### src/rtl/freq_meas_pkg.sv
// Shared types and constants for the equal-precision frequency meter controller.
package freq_meas_pkg;

    localparam int unsigned CNT_W_DEFAULT = 32;

    // Rd_Sel layout: [2] selects the snapshot, [1:0] selects the byte (0 = LSB)
    localparam int unsigned RD_SRC_BIT = 2;
    localparam logic        RD_SRC_FX  = 1'b1;

    typedef enum logic [2:0] {
        StIdle,
        StClear,
        StArm,
        StGate,
        StClose,
        StLatch,
        StDone,
        StErr
    } state_e;

endpackage

### src/rtl/fx_edge_sync.sv
// Two-flop synchroniser for the asynchronous Fx input plus a registered
// one-cycle rising-edge pulse.
module fx_edge_sync (
    input  logic clk,
    input  logic rst_n,
    input  logic fx,
    output logic fx_edge
);

    // [0],[1]: synchroniser stages; [2]: previous synchronised level
    logic [2:0] sync_q;
    logic       edge_q;

    always_ff @(posedge clk or negedge rst_n) begin
        if (!rst_n) begin
            sync_q <= '0;
            edge_q <= 1'b0;
        end else begin
            sync_q <= {sync_q[1:0], fx};
            edge_q <= sync_q[1] & ~sync_q[2];
        end
    end

    assign fx_edge = edge_q;

endmodule

### src/rtl/freq_meas_sequencer.sv
// Measurement sequencer: gates the external Fb/Fx counters on Fx edges,
// snapshots the results and hands them to the MCU via valid/ack and a byte port.
module freq_meas_sequencer
    import freq_meas_pkg::*;
#(
    parameter int unsigned GATE_CYCLES    = 50_000_000,
    parameter int unsigned TIMEOUT_CYCLES = 100_000_000,
    parameter int unsigned CNT_W          = CNT_W_DEFAULT
) (
    input  logic             CLOCK_50,
    input  logic             RST_n,
    input  logic             Start,
    input  logic             Cont,
    input  logic             Abort,
    input  logic             Fx,
    output logic             Fx_Edge,
    output logic             Cnt_Clr,
    output logic             Cnt_En,
    input  logic [CNT_W-1:0] Cnt_Fb_In,
    input  logic [CNT_W-1:0] Cnt_Fx_In,
    output logic             Busy,
    output logic             Data_Valid,
    output logic             Timeout,
    input  logic             Ack,
    input  logic [2:0]       Rd_Sel,
    output logic [7:0]       Rd_Data
);

    localparam int unsigned GATE_W = $clog2(GATE_CYCLES + 1);
    localparam int unsigned TO_W   = $clog2(TIMEOUT_CYCLES + 1);

    localparam logic [GATE_W-1:0] GATE_LAST = GATE_W'(GATE_CYCLES);
    localparam logic [GATE_W-1:0] GATE_ONE  = GATE_W'(1);
    localparam logic [TO_W-1:0]   TO_LAST   = TO_W'(TIMEOUT_CYCLES);
    localparam logic [TO_W-1:0]   TO_ONE    = TO_W'(1);

    state_e              state_q, state_d;
    logic [GATE_W-1:0]   gate_cnt_q, gate_cnt_d;
    logic [TO_W-1:0]     to_cnt_q, to_cnt_d;
    logic [CNT_W-1:0]    snap_fb_q, snap_fx_q;
    logic [7:0]          rd_data_q, rd_data_d;
    logic                fx_edge;
    logic                latch_en;
    logic                snap_clr;

    fx_edge_sync u_fx_edge_sync (
        .clk     (CLOCK_50),
        .rst_n   (RST_n),
        .fx      (Fx),
        .fx_edge (fx_edge)
    );

    assign Fx_Edge = fx_edge;

    always_ff @(posedge CLOCK_50 or negedge RST_n) begin
        if (!RST_n) begin
            state_q    <= StIdle;
            gate_cnt_q <= '0;
            to_cnt_q   <= '0;
        end else begin
            state_q    <= state_d;
            gate_cnt_q <= gate_cnt_d;
            to_cnt_q   <= to_cnt_d;
        end
    end

    // Timers only advance while below their limit, so they saturate rather than wrap.
    always_comb begin
        state_d    = state_q;
        gate_cnt_d = gate_cnt_q;
        to_cnt_d   = to_cnt_q;
        latch_en   = 1'b0;
        snap_clr   = 1'b0;

        unique case (state_q)
            StIdle: begin
                if (Start) begin
                    state_d = StClear;
                end
            end
            StClear: begin
                state_d  = StArm;
                to_cnt_d = TO_ONE;
            end
            StArm: begin
                if (fx_edge) begin
                    state_d    = StGate;
                    gate_cnt_d = GATE_ONE;
                end else if (to_cnt_q == TO_LAST) begin
                    state_d  = StErr;
                    snap_clr = 1'b1;
                end else begin
                    to_cnt_d = to_cnt_q + 1'b1;
                end
            end
            StGate: begin
                if (gate_cnt_q >= GATE_LAST) begin
                    if (fx_edge) begin
                        state_d = StLatch;
                    end else begin
                        state_d  = StClose;
                        to_cnt_d = TO_ONE;
                    end
                end else begin
                    gate_cnt_d = gate_cnt_q + 1'b1;
                end
            end
            StClose: begin
                if (fx_edge) begin
                    state_d = StLatch;
                end else if (to_cnt_q == TO_LAST) begin
                    state_d  = StErr;
                    snap_clr = 1'b1;
                end else begin
                    to_cnt_d = to_cnt_q + 1'b1;
                end
            end
            StLatch: begin
                latch_en = 1'b1;
                state_d  = StDone;
            end
            StDone: begin
                if (Ack) begin
                    state_d = Cont ? StClear : StIdle;
                end
            end
            StErr: begin
                if (Ack) begin
                    state_d = StIdle;
                end
            end
            default: begin
                state_d = StIdle;
            end
        endcase

        // Abort overrides everything, including a coincident Start or capture.
        if (Abort) begin
            state_d  = StIdle;
            latch_en = 1'b0;
            snap_clr = 1'b0;
        end
    end

    always_comb begin
        Cnt_Clr    = 1'b0;
        Cnt_En     = 1'b0;
        Busy       = 1'b0;
        Data_Valid = 1'b0;
        Timeout    = 1'b0;
        unique case (state_q)
            StClear: begin
                Cnt_Clr = 1'b1;
                Busy    = 1'b1;
            end
            StArm: begin
                Busy = 1'b1;
            end
            StGate, StClose: begin
                Cnt_En = 1'b1;
                Busy   = 1'b1;
            end
            StLatch: begin
                Busy = 1'b1;
            end
            StDone: begin
                Data_Valid = 1'b1;
            end
            StErr: begin
                Data_Valid = 1'b1;
                Timeout    = 1'b1;
            end
            default: begin
                Busy = 1'b0;
            end
        endcase
    end

    always_ff @(posedge CLOCK_50 or negedge RST_n) begin
        if (!RST_n) begin
            snap_fb_q <= '0;
            snap_fx_q <= '0;
        end else if (snap_clr) begin
            snap_fb_q <= '0;
            snap_fx_q <= '0;
        end else if (latch_en) begin
            snap_fb_q <= Cnt_Fb_In;
            snap_fx_q <= Cnt_Fx_In;
        end
    end

    logic [CNT_W-1:0] rd_word;
    logic [CNT_W-1:0] rd_shift;

    always_comb begin
        rd_word   = (Rd_Sel[RD_SRC_BIT] == RD_SRC_FX) ? snap_fx_q : snap_fb_q;
        rd_shift  = rd_word >> {Rd_Sel[1:0], 3'b000};
        rd_data_d = rd_shift[7:0];
    end

    always_ff @(posedge CLOCK_50 or negedge RST_n) begin
        if (!RST_n) begin
            rd_data_q <= '0;
        end else begin
            rd_data_q <= rd_data_d;
        end
    end

    assign Rd_Data = rd_data_q;

endmodule

### config.mk
export PLATFORM = sky130hd
export DESIGN_NAME = freq_meas_sequencer
export DESIGN_NICKNAME = d
export VERILOG_FILES = /design/src/rtl/freq_meas_pkg.sv /design/src/rtl/fx_edge_sync.sv /design/src/rtl/freq_meas_sequencer.sv
export SDC_FILE = /design/constraint.sdc
export NUM_CORES = 1
export LEC_CHECK = 0
export CORE_MARGIN = 2
export CORE_UTILIZATION = 52
export CTS_BUF_LIST = sky130_fd_sc_hd__clkbuf_8
export DETAILED_ROUTE_END_ITERATION = 10
export PLACE_DENSITY_LB_ADDON = 0.25
export SLEW_MARGIN = 15
export SYNTH_ARGS = -nofsm -noshare
export SYNTH_HDL_FRONTEND = slang
export SYNTH_SLANG_ARGS = --single-unit
### constraint.sdc
create_clock -name CLOCK_50 -period 2 [get_ports CLOCK_50]
set_input_delay 0.3 -clock CLOCK_50 [delete_from_list [all_inputs] [get_ports CLOCK_50]]
set_output_delay 0.3 -clock CLOCK_50 [all_outputs]
set_load 0.02 [all_outputs]
# After elaboration in Yosys (flattened, before gate mapping)
# Cells that the tools add are included.
[word_totals]
ff_bits = 132
input_bits = 74
out_inout_bits = 14
[op_classes]
add_sub_neg = 2
order_cmp = 1
n_eq_ne = 18
shift = 1
n_mux = 35
n_bitwise = 2
n_reduce_logical = 11
[ops]
columns = ["op", "count"]
rows = [
  ["$mux 32", 5],
  ["$mux 27", 4],
  ["$pmux 27 s3", 1],
  ["$mux 26", 2],
  ["$pmux 26 s2", 1],
  ["$shr 32x5->8", 1],
  ["$add 27x1->27 const B", 1],
  ["$eq 27x27->1 const B", 1],
  ["$add 26x1->26 const B", 1],
  ["$ge 26x26->1 const B", 1],
  ["$mux 3", 8],
  ["$pmux 3 s8", 1],
  ["$mux 1", 13],
  ["$eq 3x3->1 const B", 4],
  ["$ne 3x3->1 const B", 4],
  ["$ne 2x2->1 const B", 5],
  ["$eq 3x2->1 const B", 2],
  ["$reduce_or 2->1", 3],
  ["$reduce_and 5->1", 1],
  ["$reduce_or 5->1", 1],
  ["$reduce_and 4->1", 1],
  ["$reduce_bool 2->1", 2],
  ["$eq 3x1->1 const B", 1],
  ["$logic_not 3->1", 1],
  ["other kinds (5)", 5],
]

# Depth between registers and ports, before layout
# Gate-level depths: netlist (run 1).
[depth]
ltp_word = 6
depth_mapped = 11
ltp_nobuf = 8

# By module
# From an unflattened synthesis (run 1), not the netlist that was laid out.
[unflattened]
cells_unflattened = 632
hier_area_um2 = 6705.2
[by_module_without_submodules]
columns = ["module", "instances", "cells_each", "area_each_um2"]
rows = [
  ["freq_meas_sequencer", 1, 627, 6591.3],
  ["fx_edge_sync", 1, 5, 113.9],
]

# Least setup slack after synthesis (run 1)
# Ideal clock, no wire load.
[synth_path]
path_type = "register to register"
startpoint = "reg state_q[2]"
endpoint = "reg snap_fb_q[0]"
arrival_time_ns = 1.991
t_required_ns = 1.883
slack_ns = -0.108
stages_incl_launch_ff = 11
path_buffers = 4
synth_period_minus_slack_ns = 2.108
path_cell_list = "dfrtp_1 -> buf_2 -> xnor2_1 -> or3_1 -> or3_1 -> buf_2 -> o21ba_1 -> buf_6 -> buf_6 -> nand2_1 -> nand2_1"
[synth_between]
elab_chain_cells = 5
[synth_lines]
columns = ["item", "line", "rtl"]
rows = [
  ["from (decl)", "freq_meas_sequencer.sv:37", "state_e state_q, state_d;"],
  ["from (signal assigned)", "freq_meas_sequencer.sv:57", "state_q <= StIdle;"],
  ["from (signal assigned)", "freq_meas_sequencer.sv:61", "state_q <= state_d;"],
  ["$eq 3x3->1 or $eq 3x2->1 (tied branches)", "freq_meas_sequencer.sv:75", "unique case (state_q)"],
  ["$reduce_or 2->1 (no line)", "-", ""],
  ["$mux 1", "-", ""],
  ["$mux 1", "freq_meas_sequencer.sv:138", "if (Abort) begin"],
  ["$mux 32 or $reduce_bool 2->1 (tied branches)", "-", ""],
  ["to (signal assigned)", "freq_meas_sequencer.sv:187", "snap_fb_q <= Cnt_Fb_In;"],
  ["to (decl)", "freq_meas_sequencer.sv:40", "logic [CNT_W-1:0] snap_fb_q, snap_fx_q;"],
]
# Parallel ways exist; a longest one is shown, timed or not.
# A chain may end at the register's enable or synchronous reset.

# Final worst setup path (run 1)
[layout_path]
startpoint = "reg to_cnt_q[1]"
endpoint = "reg to_cnt_q[24]"
[layout_between]
elab_chain_cells = 4
[layout_lines]
columns = ["item", "line", "rtl"]
rows = [
  ["from (decl)", "freq_meas_sequencer.sv:39", "logic [TO_W-1:0] to_cnt_q, to_cnt_d;"],
  ["from (signal assigned)", "freq_meas_sequencer.sv:63", "to_cnt_q <= to_cnt_d;"],
  ["$add 27x1->27", "freq_meas_sequencer.sv:93, freq_meas_sequencer.sv:115", ""],
  ["$mux 27", "freq_meas_sequencer.sv:89, freq_meas_sequencer.sv:111", ""],
  ["$mux 27", "freq_meas_sequencer.sv:86", "if (fx_edge) begin"],
  ["$pmux 27 s3", "freq_meas_sequencer.sv:75", ""],
]
# Parallel ways exist; a longest one is shown, timed or not. The select of a mux whose other input is x is not followed.

==> summary.md, run 1 <==
| Metric | Value |
|---|---|
| Worst path arrival time | `2550 ps` |
| Syn nets | `789` |
| Htree depth | `4` |
| Syn Inst Count | `711` |
| Achievable Freq | `0.454 GHz` |
| Final WS setup | `-200 ps` |
| Cells taking the most area after synthesis | `dfrtp_1 (50%), nand2_1 (9.2%), nand3_1 (6.0%)` |
| Detailed-placement wirelength estimate | `around 13000 um` |
| Flops & latches, synth | `132` |
| FF-to-FF End | `to_cnt_q[24]$_DFFE_PN0P_` |
| Netlist cell types | `55` |
| CP top delay family | `simple AND/OR/NAND/NOR gates` |
| Worst-path cell chain | `inv_2 -> ha_4 -> and4b_1 -> nand4_1 -> buf_4 -> nor3_4 -> a211o_4 -> buf_12 -> and2_0 -> or3_1` |
| CTS tree | `built` |
| Worst r2r path cells | `10` |
| Relative slew slack | `61.9%` |
| GP Congestion | `0.869` |
| Crit path required time | `2350 ps` |
| Final setup fails | `92` |
| Number of global-route vias before repair | `6537` |
| Layout cell share with drive strength beyond 1 | `32.8%` |
| DRT Pass-1 Iters | `5` |
| RSZ-0062 raised after global routing | `true` |
| Final hold vios | `0` |
| Wirelength per Cell | `20.3 um` |
| Critical path type | `reg2reg` |
| Root Driver | `clkbuf_8` |
| CTS Buf Count | `17` |
| Post-layout min period | `2200 ps` |
| Remaining antenna violation count after routing | `0` |
| Largest net degree at the start of global routing | `61` |
| Io pins | `88` |
| Hold Path End | `u_fx_edge_sync.sync_q[0]$_DFF_PN0_` |
| Die H | `117 um` |
| CP max FO | `3` |
| Commonest non-fill, non-tap cell in the layout | `dfrtp_1` |
| Gr ovfl total | `0` |
| Hold WS | `between 200 and 300 ps` |
| Vias | `around 6700` |
| Commonest cells after routing, fill and taps aside | `dfrtp_1 (131), nand2_1 (122), buf_4 (104)` |
| Die area | `around 14000 um2` |
| Final Util | `~78%` |
| Final instance area | `9800 um2` |
| Routed vias/inst | `6.11` |
| # rows | `between 40 and 50` |
| Max-Cap Viols | `0` |
| Synthesized area | `6630 um2` |
| CP Launch Type | `register` |
| GRT busiest layer | `met2` |
| Pwr per Cell Area | `1020 nW/um2` |
| Initial antenna violation count | `0` |
| Cell accounting for the most synthesized area | `dfrtp_1` |
| Area share of the largest cell type after synthesis | `between 40% and 50%` |
| Peak supply drop | `0.000500 V` |
| Core area | `12500 um2` |
| Die X | `between 100 and 150 um` |
| CP peak stage delay | `380 ps` |
| Sink Count | `around 130` |
| Failing checks | `negative setup slack` |
| R2R Setup Slk | `-200 ps` |
| Seq/Total Area, Yosys | `49.8%` |
| P&R area growth vs syn | `47.8%` |
| Final Net Count | `992` |
| Longest Clk Path Bufs | `2` |
| First-pass GRT wire length | `approximately 33000 um` |
| Final Max Slew Viols | `0` |
| WHS Path Cells | `1` |
| IO Port Bufs | `87` |
| DP Area | `~8400 um2` |
| Drt first-iter violations | `781` |
| Outcome | `finished with violations` |
| Crit end category | `register` |
| Initial Util | `a little over half` |
| Async S/R FF share, synth | `100%` |
| Post-synth EDFFs | `0` |
| Setup Skew | `14.2 ps` |
| Routing usage on met2 | `51.3%` |
| CP max stage cell | `dfrtp_1` |
| Worst-Margin Slew | `572 ps` |
| Worst min-delay path class | `in2reg` |
| LEAKAGE | `4.59 nW` |
| M1 GR Usage | `around two fifths` |
| Reg-to-Reg Start | `to_cnt_q[1]$_DFFE_PN0P_` |
| Min-delay src | `Fx` |
| Clock transition at path regs | `80 ps` |
| Buffers and inverters on the worst path | `3` |
| Fin crit share | `110%` |
| Top_reg_cell synth | `dfrtp_1` |
| Drt drc | `0` |
| Global Route met3 Usage | `approximately 7.7%` |
| Synth Area per Inst | `9.33 um2` |
| GRT Total Usage | `31.8%` |
| Wirelength, routed | `about 22000 um` |
| Clock Latency Late Sink | `470 ps` |
| Yosys warnings | `0` |
[layer usage]
layer	up-vias	share of wire (%)
met1	3343	39
met3	74	7.4
met5	-	0
met2	364	50
li1	2937	-
met4	0	2.9
[report_power, final]
part	switching, mW	internal [mW]
sequential	0.629	3.45
clock	1.11	1.00
combinational	1.85	1.98
[cell families after synthesis]
group,after synthesis,synth area share (%)
AO/OA/AOI/OAI,99,9.34
multiplexers,28,7.39
flip-flops,132,49.8
AND/OR/NAND/NOR,383,27.1
buffers and inverters,52,3.85
XOR/XNOR,13,1.72
adder cells (fa/ha/maj),4,0.755
[worst max path at each step]
stage                                          from                          to  slack, ps  depth (start not counted)
after detailed placement  gate_cnt_q[8]$_DFFE_PN0P_  gate_cnt_q[24]$_DFFE_PN0P_       -230                          7
after global routing        to_cnt_q[1]$_DFFE_PN0P_    snap_fx_q[5]$_DFFE_PN0P_       -250                          8
after global placement     to_cnt_q[12]$_DFFE_PN0P_   snap_fx_q[18]$_DFFE_PN0P_       -170                          7
after floorplan              state_q[2]$_DFFE_PN0P_    snap_fb_q[0]$_DFFE_PN0P_       -100                         10
after CTS                   to_cnt_q[1]$_DFFE_PN0P_   snap_fx_q[11]$_DFFE_PN0P_       -140                          9
final                       to_cnt_q[1]$_DFFE_PN0P_    to_cnt_q[24]$_DFFE_PN0P_       -200                         10
[synthesized netlist by cell type, drive strengths merged, types with 2 or more instances]
master	count
nor3b	3
o21a	2
a21o	3
xor2	11
mux4	16
and2	8
nor2b	2
dfrtp	132
nor2	44
or4	6
o211ai	5
and3	12
nor3	15
and4	2
xnor2	2
a21oi	22
mux2	8
or3	10
o21ai	34
or2	2
a211oi	2
a22o	4
nand2	163
nor4	5
nand3	80
nand4	23
clkbuf	28
a31oi	14
ha	4
buf	17
mux2i	4
nand2b	4
o31ai	3
inv	7
[worst reg2reg max path, delay by kind of cell (launching register included)]
kind,cells,cell delay (ps)
adder cells (fa/ha/maj),1,160
flip-flops,1,380
AND/OR/NAND/NOR,5,810
AO/OA/AOI/OAI,1,360
buffers and inverters,3,360
[sequential cells by signal, summed over array words and instances, names as in the netlist]
name	cells
Rd_Data	8
u_fx_edge_sync.fx_edge	1
to_cnt_q	27
gate_cnt_q	26
snap_fx_q	32
snap_fb_q	32
u_fx_edge_sync.sync_q	3
state_q	3
[stage by stage]
step	std cells	TNS (ps)	total power [mW]	setup slack (ps)
final	1100	-11000	10.0	-200
after global routing	1099	-16280	10.4	-254
after CTS	1092	-5580	9.37	-136
after detailed placement	1033	-13340	6.85	-225
after global placement	1033	-9210	6.66	-167
after floorplan	711	-6270	5.44	-101
[repair_timing]
item,4_1_cts,5_1_grt
resized for setup,90,105
endpoints found under the hold margin,37,0
gates cloned,10,1
hold buffers,1,0
buffers inserted,16,11
setup endpoints to repair,115,111
pin swaps,27,53
[cell type report]
type	instances	area, um2
multi-input cells	527	3570
flip-flops and latches	132	3300
fillers	785	2710
repair buffers	229	2330
clock buffers	18	248
well taps	172	215
clock inverters	14	114
inverters	7	26.3
diodes	1	2.50
Power figures use the tool's default switching activity.
==> run 2: changes to the inputs <==
--- a/config.mk
+++ b/config.mk
@@ -5,6 +5,7 @@
 export SDC_FILE = /design/constraint.sdc
 export NUM_CORES = 1
 export LEC_CHECK = 0
+export ABC_CLOCK_PERIOD_IN_PS = 2000
 export CORE_MARGIN = 2
 export CORE_UTILIZATION = 52
 export CTS_BUF_LIST = sky130_fd_sc_hd__clkbuf_8
==> results of run 2 <==
Same layout as run 1: the final DEF is identical, and so are final timing and power.
==> run 3: changes to the inputs <==
--- a/config.mk
+++ b/config.mk
@@ -5,10 +5,11 @@
 export SDC_FILE = /design/constraint.sdc
 export NUM_CORES = 1
 export LEC_CHECK = 0
-export ABC_CLOCK_PERIOD_IN_PS = 2000
+export ABC_CLOCK_PERIOD_IN_PS = 2650
 export CORE_MARGIN = 2
-export CORE_UTILIZATION = 52
+export CORE_UTILIZATION = 55
 export CTS_BUF_LIST = sky130_fd_sc_hd__clkbuf_8
+export CTS_CLUSTER_SIZE = 14
 export DETAILED_ROUTE_END_ITERATION = 10
 export PLACE_DENSITY_LB_ADDON = 0.25
 export SLEW_MARGIN = 15
==> constraint.sdc (replaced) <==
create_clock -name CLOCK_50 -period 2.65 [get_ports CLOCK_50]
set_input_delay 0.3975 -clock CLOCK_50 [delete_from_list [all_inputs] [get_ports CLOCK_50]]
set_output_delay 0.3975 -clock CLOCK_50 [all_outputs]
set_load 0.02 [all_outputs]
==> run 3 against run 2 <==
Compared with the run above: the run now ends clean; flip-flop and latch count did not move; clock power fell by 27%; maximum frequency fell by 11%; count of clock-buffer cells in the layout rose by 1; combinational power fell by 51%; non-clock buffer count fell by 124; first-iteration DRC count fell by 32%; largest power group unchanged.
==> summary.md, run 3 (synthesis results as in run 1) <==
| Metric | Value |
|---|---|
| CP max FO | `64 (+61)` |
| Die X | `114 um (-2.7%)` |
| GRT Total Usage | `26.2% (-5.6 points)` |
| Die area | `13000 um2 (-5.3%)` |
| Worst-Margin Slew | `972 ps (+400 ps)` |
| Initial Util | `55.7% (+2.7 points)` |
| DRT Pass-1 Iters | `5 (unchanged)` |
| P&R area growth vs syn | `20.7%` |
| Seq pwr share | `46.4% (+5.7 points)` |
| Multi-input gate area | `3080 um2 (-14%)` |
| Commonest non-fill, non-tap cell in the layout | `nand2_1` |
| Post-CTS setup buffer count | `0 (-16)` |
| Routed vias/inst | `5.98 (-2.2%)` |
| IO Port Bufs | `87 (unchanged)` |
| Wirelength per Cell | `17.1 um (-16%)` |
| Drt first-iter violations | `529 (-32%)` |
| Achievable Freq | `0.406 GHz (-11%)` |
| CTS tree | `built` |
| Vias | `5677 (-15%)` |
| Largest net degree at the start of global routing | `65 (+6.6%)` |
| Antenna cells | `0 (-1)` |
| Peak supply drop | `0.000401 V (-20%)` |
| LEAKAGE | `3.71 nW (-19%)` |
| Outcome | `finished clean` |
| FF-to-FF End | `snap_fx_q[18]$_DFFE_PN0P_` |
| Cts hold-fix bufs | `0 (-1)` |
| Drt drc | `0 (unchanged)` |
| Worst min-delay path class | `in2async` |
| RSZ-0062 raised after global routing | `false` |
| Relative slew slack | `34.9% (-27 points)` |
| Wirelength, routed | `16200 um (-27%)` |
| Layout cell share with drive strength beyond 1 | `10.5% (-22 points)` |
| Critical path type | `reg2reg` |
| Registers with the most flip-flops | `snap_fb_q (32), snap_fx_q (32), to_cnt_q (27)` |
| CP top delay family | `simple AND/OR/NAND/NOR gates` |
| NetSw | `2.14 mW (-40%)` |
| # rows | `40 (-2.4%)` |
| Max-Cap Viols | `0 (unchanged)` |
| Final WS setup | `188 ps (+388 ps)` |
| Gr ovfl total | `0 (unchanged)` |
| CP max stage cell | `or3_2` |
| Final hold vios | `0 (unchanged)` |
| Number of global-route vias before repair | `5524 (-15%)` |
| CTS Buf Count | `17 (unchanged)` |
| Io pins | `88 (unchanged)` |
| Longest Clk Path Bufs | `2 (unchanged)` |
| R2R Setup Slk | `190 ps (+390 ps)` |
| Remaining antenna violation count after routing | `0 (unchanged)` |
| Worst-path cell chain | `nor4b_1 -> nand4_1 -> or3_2 -> o21ba_2 -> buf_12 -> a22o_1` |
| Combinational share of power | `29.5% (-8.7 points)` |
| Pwr per Cell Area | `798 nW/um2 (-22%)` |
| Final Max Slew Viols | `0 (unchanged)` |
| Fillers | `932 (+19%)` |
| Buffers and inverters on the worst path | `1 (-2)` |
| Post-layout min period | `2460 ps (+262 ps)` |
| Worst path arrival time | `2800 ps (+250 ps)` |
| Commonest cells after routing, fill and taps aside | `nand2_1 (162), dfrtp_1 (132), clkdlybuf4s50_1 (85)` |
| Die H | `114 um (-2.7%)` |
| Internal Power | `4.25 mW (-34%)` |
| CP Launch Type | `register` |
| Setup Skew | `9.37 ps (-4.83 ps)` |
| GP Congestion | `0.881 (+1.4%)` |
| Setup TNS | `0 ps (+11000 ps)` |
| Worst r2r path cells | `6 (-4)` |
| Dpl ws | `205 ps (+430 ps)` |
| Initial antenna violation count | `0 (unchanged)` |
| Clock Latency Late Sink | `450 ps (-20 ps)` |
| CP peak stage delay | `520 ps (+140 ps)` |
| Crit path required time | `2990 ps (+640 ps)` |
| Htree depth | `4 (unchanged)` |
| Reg-to-Reg Start | `to_cnt_q[9]$_DFFE_PN0P_` |
| Clock power frac | `24.1% (+3.0 points)` |
| Fin crit share | `92.9% (-17 points)` |
| Final Net Count | `868 (-13%)` |
| Final setup fails | `0 (-100%)` |
| Sw frac | `33.5% (-2.3 points)` |
| First-pass GRT wire length | `26700 um (-19%)` |
| Detailed-placement wirelength estimate | `10900 um (-14%)` |
| Root Driver | `clkbuf_8` |
| Clock transition at path regs | `70 ps (about the same)` |
| Core area | `11900 um2 (-4.8%)` |
| Crit end category | `register` |
| Register Area | `3300 um2 (about the same)` |
| Sink Count | `132 (unchanged)` |
run 3: cell types whose count changed in the layout (fill, tap and decap cells not counted), sizes merged:
cell	change
buf	-123
clkdlybuf4s50	+4
dlygate4sd2	-2
bufbuf	-1
clkbuf	-1
clkinv	-1
diode	-1
dlygate4sd3	-1
dlymetal6s2s	+1
run 3: layout make-up:
cell class	instances	share of cell area [%]
clock buffers	19	3.27
well taps	147	2.30
inverters	7	0.328
multi-input cells	527	38.5
clock inverters	13	1.19
flip-flops and latches	132	41.3
repair buffers	105	13.2
run 3: metrics by stage:
step	std cells	hold WS (ps)	total power, mW	utilization, %	instance area [um2]
3_5_place_dp	918	347	4.87	64.2	7650
3_3_place_gp	918	335	4.74	64.2	7650
4_1_cts	950	50.8	6.40	67.2	8000
5_1_grt	950	87.7	6.76	67.2	8010
6_report	950	35.7	6.39	67.2	8010
2_1_floorplan	711	102	4.09	-	6630
run 3: power by group through the flow:
stage / sequential, mW / clock [mW] / combinational, mW
floorplan: 2.94 / 0 / 1.15
global placement: 2.94 / 0 / 1.80
detailed placement: 2.99 / 0 / 1.88
CTS: 2.95 / 1.56 / 1.88
global route: 3.03 / 1.65 / 2.08
finish: 2.97 / 1.54 / 1.88
run 3: per-layer routing:
layer  share of wire (%)  vias to the layer above  global-route usage [%]
met3                 5.9                       36                    5.21
met1                  44                     2753                    36.5
met5                   0                        -                       0
li1                    -                     2679                       -
met2                  48                      209                    40.6
met4                 2.2                        0                    10.9
run 3: how the worst max path moves through the flow:
stage | startpoint | endpoint | slack, ps | cells past startpoint
after floorplan | state_q[2]$_DFFE_PN0P_ | snap_fb_q[0]$_DFFE_PN0P_ | 540 | 10
after global placement | gate_cnt_q[18]$_DFFE_PN0P_ | to_cnt_q[24]$_DFFE_PN0P_ | 250 | 7
after detailed placement | gate_cnt_q[18]$_DFFE_PN0P_ | to_cnt_q[24]$_DFFE_PN0P_ | 200 | 7
after CTS | state_q[2]$_DFFE_PN0P_ | Cnt_En | 100 | 5
after global routing | to_cnt_q[9]$_DFFE_PN0P_ | snap_fx_q[18]$_DFFE_PN0P_ | 50 | 6
final | to_cnt_q[9]$_DFFE_PN0P_ | snap_fx_q[18]$_DFFE_PN0P_ | 190 | 6
run 3: timing repair:
action	in CTS	in global routing
setup endpoints to repair	0	4
hold endpoints to repair	0	0
resized for setup	0	2
